**src/rtl/mem_arb_pkg.sv**
```systemverilog
// Shared encodings and defaults for the program/data memory port arbiter.
package mem_arb_pkg;

    localparam int ARB_ADDR_W = 8;
    localparam int ARB_DATA_W = 8;

    typedef enum logic [1:0] {
        ST_IDLE  = 2'd0,
        ST_ISSUE = 2'd1,
        ST_WAIT  = 2'd2,
        ST_DONE  = 2'd3
    } arb_state_t;

    typedef enum logic {
        OWN_CU   = 1'b0,
        OWN_HOST = 1'b1
    } arb_owner_t;

    // Width of the streak counter; a zero limit still needs one storage bit.
    function automatic int starve_w(input int limit);
        if (limit > 0) begin
            return $clog2(limit + 1);
        end else begin
            return 1;
        end
    endfunction

endpackage

```
**src/rtl/mem_port_arbiter_starve_ctr.sv**
```systemverilog
// Saturating count of consecutive CU grants taken while HOST was waiting.
module arb_starve_ctr
    import mem_arb_pkg::*;
#(
    parameter int LIMIT = 3
)(
    input  logic clock,
    input  logic reset,
    input  logic clear,
    input  logic inc,
    input  logic freeze,
    output logic at_limit
);

    localparam int CW = starve_w(LIMIT);
    localparam logic [CW-1:0] LIMIT_V = CW'(LIMIT);

    logic [CW-1:0] count_r;

    // Streak register: freeze beats clear, clear beats increment, increment saturates.
    always_ff @(posedge clock or negedge reset) begin
        if (!reset) begin
            count_r <= '0;
        end else if (freeze) begin
            count_r <= count_r;
        end else if (clear) begin
            count_r <= '0;
        end else if (inc && (count_r != LIMIT_V)) begin
            count_r <= count_r + CW'(1);
        end
    end

    assign at_limit = (LIMIT != 0) && (count_r == LIMIT_V);

endmodule

```
**src/rtl/mem_port_arbiter.sv**
```systemverilog
// Two-requester (CU/HOST) arbiter for the single-port memory: IDLE->ISSUE->WAIT->DONE.
// Optional host_lock input is compiled in with ARB_HOST_LOCK_EN.
module mem_port_arbiter
    import mem_arb_pkg::*;
#(
    parameter int ADDR_W       = ARB_ADDR_W,
    parameter int DATA_W       = ARB_DATA_W,
    parameter int MEM_LATENCY  = 1,
    parameter int STARVE_LIMIT = 3
)(
    input  logic              clock,
    input  logic              reset,
`ifdef ARB_HOST_LOCK_EN
    input  logic              host_lock,
`endif
    input  logic              cu_req,
    input  logic              cu_we,
    input  logic [ADDR_W-1:0] cu_addr,
    input  logic [DATA_W-1:0] cu_wdata,
    output logic              cu_ack,
    output logic [DATA_W-1:0] cu_rdata,
    input  logic              host_req,
    input  logic              host_we,
    input  logic [ADDR_W-1:0] host_addr,
    input  logic [DATA_W-1:0] host_wdata,
    output logic              host_ack,
    output logic [DATA_W-1:0] host_rdata,
    output logic              mem_en,
    output logic              mem_we,
    output logic [ADDR_W-1:0] mem_addr,
    output logic [DATA_W-1:0] mem_wdata,
    input  logic [DATA_W-1:0] mem_rdata,
    output logic              busy,
    output logic              owner
);

    localparam int WCW = (MEM_LATENCY > 1) ? $clog2(MEM_LATENCY) : 1;
    localparam logic [WCW-1:0] WAIT_LAST = WCW'(MEM_LATENCY - 1);

    arb_state_t        state_r;
    arb_state_t        state_s;
    arb_owner_t        owner_r;
    logic              we_r;
    logic [WCW-1:0]    wait_cnt_r;
    logic              wait_last_s;
    logic              lock_s;
    logic              at_limit_s;
    logic              cu_grant_s;
    logic              host_grant_s;
    logic              grant_s;
    logic              sel_we_s;
    logic [ADDR_W-1:0] sel_addr_s;
    logic [DATA_W-1:0] sel_wdata_s;
    logic              streak_clear_s;
    logic              streak_inc_s;

`ifdef ARB_HOST_LOCK_EN
    assign lock_s = host_lock;
`else
    assign lock_s = 1'b0;
`endif

    assign wait_last_s = (wait_cnt_r == WAIT_LAST);
    assign grant_s     = cu_grant_s | host_grant_s;

    // Next-state and grant decision; CU wins unless HOST has hit the streak limit or the lock is set.
    always_comb begin
        state_s      = state_r;
        cu_grant_s   = 1'b0;
        host_grant_s = 1'b0;
        case (state_r)
            ST_IDLE: begin
                if (cu_req && !lock_s && !(host_req && at_limit_s)) begin
                    cu_grant_s = 1'b1;
                    state_s    = ST_ISSUE;
                end else if (host_req) begin
                    host_grant_s = 1'b1;
                    state_s      = ST_ISSUE;
                end else begin
                    state_s = ST_IDLE;
                end
            end
            ST_ISSUE: state_s = ST_WAIT;
            ST_WAIT: begin
                if (wait_last_s) begin
                    state_s = ST_DONE;
                end else begin
                    state_s = ST_WAIT;
                end
            end
            ST_DONE: state_s = ST_IDLE;
            default: state_s = ST_IDLE;
        endcase
    end

    // Request mux feeding the captured access registers.
    always_comb begin
        sel_we_s    = cu_we;
        sel_addr_s  = cu_addr;
        sel_wdata_s = cu_wdata;
        if (host_grant_s) begin
            sel_we_s    = host_we;
            sel_addr_s  = host_addr;
            sel_wdata_s = host_wdata;
        end else begin
            sel_we_s    = cu_we;
            sel_addr_s  = cu_addr;
            sel_wdata_s = cu_wdata;
        end
    end

    // Streak only evolves on IDLE decisions; a HOST grant or an absent HOST request restarts it.
    always_comb begin
        streak_clear_s = 1'b0;
        streak_inc_s   = 1'b0;
        if (state_r == ST_IDLE) begin
            streak_clear_s = host_grant_s | ~host_req;
            streak_inc_s   = cu_grant_s & host_req;
        end else begin
            streak_clear_s = 1'b0;
            streak_inc_s   = 1'b0;
        end
    end

    arb_starve_ctr #(
        .LIMIT (STARVE_LIMIT)
    ) u_starve_ctr (
        .clock    (clock),
        .reset    (reset),
        .clear    (streak_clear_s),
        .inc      (streak_inc_s),
        .freeze   (lock_s),
        .at_limit (at_limit_s)
    );

    // Sequencer state, captured access, memory strobes, acks and per-requester read data.
    always_ff @(posedge clock or negedge reset) begin
        if (!reset) begin
            state_r    <= ST_IDLE;
            owner_r    <= OWN_CU;
            we_r       <= 1'b0;
            wait_cnt_r <= '0;
            mem_en     <= 1'b0;
            mem_we     <= 1'b0;
            mem_addr   <= '0;
            mem_wdata  <= '0;
            busy       <= 1'b0;
            cu_ack     <= 1'b0;
            host_ack   <= 1'b0;
            cu_rdata   <= '0;
            host_rdata <= '0;
        end else begin
            state_r <= state_s;
            if (grant_s) begin
                owner_r   <= host_grant_s ? OWN_HOST : OWN_CU;
                we_r      <= sel_we_s;
                mem_addr  <= sel_addr_s;
                mem_wdata <= sel_wdata_s;
            end
            mem_en <= grant_s;
            mem_we <= grant_s & sel_we_s;
            busy   <= (state_s != ST_IDLE);
            if ((state_r == ST_WAIT) && !wait_last_s) begin
                wait_cnt_r <= wait_cnt_r + WCW'(1);
            end else begin
                wait_cnt_r <= '0;
            end
            cu_ack   <= (state_s == ST_DONE) && (owner_r == OWN_CU);
            host_ack <= (state_s == ST_DONE) && (owner_r == OWN_HOST);
            // Read data lands on the edge that closes the final WAIT cycle.
            if ((state_r == ST_WAIT) && wait_last_s && !we_r) begin
                if (owner_r == OWN_HOST) begin
                    host_rdata <= mem_rdata;
                end else begin
                    cu_rdata <= mem_rdata;
                end
            end
        end
    end

    assign owner = owner_r;

endmodule

```
**config.mk**
```make
export PLATFORM = sky130hd
export DESIGN_NAME = mem_port_arbiter
export DESIGN_NICKNAME = d
export VERILOG_FILES = /design/src/rtl/mem_arb_pkg.sv /design/src/rtl/mem_port_arbiter_starve_ctr.sv /design/src/rtl/mem_port_arbiter.sv
export SDC_FILE = /design/constraint.sdc
export NUM_CORES = 1
export LEC_CHECK = 0
export CAP_MARGIN = 20
export CORE_MARGIN = 10
export CORE_UTILIZATION = 42
export CTS_CLUSTER_DIAMETER = 40
export CTS_CLUSTER_SIZE = 25
export DETAILED_ROUTE_END_ITERATION = 8
export PLACE_DENSITY = 0.76
export SLEW_MARGIN = 30
export SYNTH_ARGS = -nofsm -noshare
export SYNTH_HDL_FRONTEND = slang
export SYNTH_HIERARCHICAL = 1
export SYNTH_SLANG_ARGS = --single-unit
```
**constraint.sdc**
```tcl
create_clock -name clock -period 2 [get_ports clock]
set_input_delay 0.5 -clock clock [delete_from_list [all_inputs] [get_ports clock]]
set_output_delay 0.5 -clock clock [all_outputs]
set_load 0.05 [all_outputs]
```
==> impl_metrics.csv <==
group,metric,value,unit
route,drtAntennaViolNets,0,
critical_path,slowest_delay,810,ps
pwr,swShare,45.9,%
critical_path,crit_chain,"clkdlybuf4s50_1",
clocking,cts_resized,0,
synthesis,netlist.area_leader.share,57.6,%
synthesis,synth_seq_area_share,57.6,%
clocking,cts_buffers,5,
synthesis,synth_top_family_by_area,"simple AND/OR/NAND/NOR gates",
global_route,grt_pass1_wl,7.98,mm
sta,max_freq,0.512,GHz
synthesis,synth_fa_ha_area_share,1.96,%
global_route,grt_max_degree,22,
route,wl_met2,2.24,mm
route,routed_via_density,5.05,
place,portBuffers,83,
global_route,antenna_found_initial,0,
critical_path,worst_ep_required_time,1500,ps
die,coreArea,4380,um2
route,drc_errors,0,
route,wirelength,5.03,mm
cells_and_area,insertedDiodeCount,0,
synthesis,yosys_warnings,6,
die,die_w,87.5,um
pwr,p_per_area,1840,nW/um2
pwr,p_sw,2460,uW
sta,fin_crit,1950,ps
pwr,seq_power_share,28.3,%
critical_path,cp_top_family,"buffers and inverters",
synthesis,synth.mux.area_fraction,9.95,%
sta,setup_viol,0,
synthesis,synth-seq-cells,44,
synthesis,syn_inst,170,
cells_and_area,fin_nets,309,
critical_path,crit_fanout,2,
critical_path,rrSetupSlack,380,ps
route,vias,1581,
pwr,p_int,2900,uW
place,dpl.hpwl,3.99,mm
critical_path,worstSetupPathType,"reg -> out",
clocking,htreeDepth,2,
synthesis,synth_compound_area_share,12.2,%
pwr,ir_worst_vdd,772,uV
place,gp_congestion,0.732,
clocking,cts_tree,"yes",
sta,tns,0,ps
synthesis,synth_top_cell_by_area,"dfrtp_1",
global_route,overflow,0,
synthesis,syn_area_per_cell,11.2,um2
pwr,clockPowerShare,17.2,%
clocking,cts_num_sinks,44,
clocking,clk_latency,290,ps
sta,fin_crit_sh,97.7,%
critical_path,critPathBufInv,1,
die,die_height,87.5,um
job,maxCapViolCount,0,
sta,final-max-slew-violation-count,0,
critical_path,rr_endpoint,"host_rdata[5]$_DFFE_PN0P_",
outcome,status,"finished clean",
cells_and_area,drive_above_1_share,26.8,%
clocking,cts_root_buf,"clkbuf_8",
sta,hold_viol,0,
clocking,postCtsSetupBuffers,0,
die,fp-row-count,24,
synthesis,synth_xor_area_share,0,%
cells_and_area,areaGrowthSynthToFinish,52.2,%
die,ios,84,
clocking,clockBufferDepth,2,
sta,worst_slew_pin_slew,509,ps
pwr,p_leak,0.00128,uW
synthesis,yosys.area_share.simple,14.2,%
critical_path,r2r_start,"state_r[0]$_DFF_PN0_",
route,drt_iter0_drc,33,
route,wl_met3,621,um
cells_and_area,n_fill_cell,357,
clocking,cts.clk_slew.worst_paths,80,ps
sta,rsz0062_at_grt,"no",
global_route,grt_usage,13.0,%
pwr,p_comb_share,54.5,%
sta,skew,7.10,ps
critical_path,startpoint,"cu_rdata[4]$_DFFE_PN0P_",
synthesis,syn-cell-area,1910,um2
critical_path,start_kind,"register",
sta,maxSlewHeadroom,66.0,%
route,drt-met1-wl,2.15,mm
synthesis,synthTopCellsByArea,"dfrtp_1 (58%), mux2_2 (9.4%), a31oi_1 (5.6%)",
die,start_util,43.6,%
route,drt-pass1-iter-count,4,
route,top_layer,"met4",
clocking,ctsHoldBuffers,0,
critical_path,critical_path.endpoint,"cu_rdata[4]",
sta,holdWs,159,ps
route,wl_per_cell,16.1,um
global_route,grt_pass1_vias,1631,
die,dieArea,7650,um2
critical_path,end_kind,"output port",
critical_path,r2r_cells,5,
critical_path,cp.arrival,1450,ps
synthesis,ys_types,30,
worst_hold_path,hold_class,"in -> async",
critical_path,cp_num_cells,1,
critical_path,worst_path_max_delay_cell,"clkdlybuf4s50_1",
==> per-stage QoR <==
step	setup slack, ps	cell area, um2	utilization, %	cells	total power [uW]
floorplan	195	1920	-	172	3510
global placement	102	2750	62.6	305	4450
detailed placement	70.6	2750	62.6	305	4500
CTS	27.9	2910	66.3	313	5420
global route	6.56	2910	66.4	313	5660
finish	45.8	2910	66.4	313	5360
==> cells in the mapped netlist <==
library cell,instances
a21boi_0,1
a21oi_1,2
a31oi_1,17
and2_1,1
and3_2,1
and3b_2,1
buf_2,7
buf_4,1
clkbuf_1,1
clkbuf_2,1
clkinv_1,1
conb_1,1
dfrtp_1,44
ha_1,3
inv_1,5
mux2_2,16
mux2i_1,1
nand2_1,2
nand2b_1,1
nand2b_4,2
nand3_1,17
nor2_1,18
nor2b_1,1
nor3_4,1
nor3b_4,1
o21ai_0,19
o21ai_2,1
o22ai_1,1
or2_2,1
or3_1,1
==> cells by family after synthesis <==
logic type / after synthesis
other: 1
flip-flops: 44
AO/OA/AOI/OAI: 41
buffers and inverters: 16
adder cells (fa/ha/maj): 3
multiplexers: 17
AND/OR/NAND/NOR: 48
==> final cells by class <==
type	count	area [um2]	area share, %
clock buffers	5	68.8	2.36
clock inverters	3	90.1	3.10
inverters	6	22.5	0.774
multi-input cells	112	744	25.6
flip-flops and latches	44	1100	37.8
well taps	52	65.1	2.24
repair buffers	91	818	28.1
==> layer usage <==
layer	global-route usage [%]	vias up
met3	6.65	3
met4	3.48	0
met2	20.0	66
li1	-	781
met5	0	-
met1	15.7	731
==> sequential cells by signal, indices dropped and copies added, names as in the netlist <==
| register | cells |
|---|---|
| u_starve_ctr/count_r | 2 |
| host_rdata | 8 |
| mem_addr | 8 |
| wait_cnt_r | 1 |
| host_ack | 1 |
| busy | 1 |
| cu_ack | 1 |
| state_r | 2 |
| we_r | 1 |
| mem_en | 1 |
| mem_wdata | 8 |
| owner | 1 |
| cu_rdata | 8 |
| mem_we | 1 |
==> cells in the final DEF, fill, tap and decap left out <==
master           count
a21oi_1              2
mux2_2              16
nand2b_4             2
nand2b_1             1
mux2i_1              1
buf_4               37
a21boi_0             1
and2_1               1
clkinv_1             1
and3_2               1
clkbuf_8             5
or2_2                1
dfrtp_1             44
or3_1                1
nor3_4               1
nand3_1             17
inv_1                5
o21ai_0             19
and3b_2              1
a31oi_1             17
ha_1                 3
clkdlybuf4s50_1     51
dlymetal6s2s_1       2
nor2_1              18
bufinv_16            3
nor2b_1              1
o22ai_1              1
o21ai_2              1
buf_2                1
conb_1               3
nand2_1              2
nor3b_4              1
==> worst min-delay path by stage <==
stage,to,cells after the start,slack (ps)
5_1_grt,host_rdata[3]$_DFFE_PN0P_,1,200
6_report,u_starve_ctr/count_r[0]$_DFFE_PN0P_,1,160
4_1_cts,cu_rdata[3]$_DFFE_PN0P_,1,170
2_1_floorplan,busy$_DFF_PN0_,0,200
3_3_place_gp,cu_ack$_DFF_PN0_,1,480
3_5_place_dp,u_starve_ctr/count_r[0]$_DFFE_PN0P_,1,480
==> power by group through the flow <==
stage | clock, uW | combinational [uW] | sequential, uW
after floorplan | 0 | 739 | 2780
after global placement | 0 | 2930 | 1530
after detailed placement | 0 | 2960 | 1540
after CTS | 939 | 2960 | 1530
after global routing | 973 | 3120 | 1570
final | 922 | 2920 | 1520
Power figures use the tool's default switching activity.
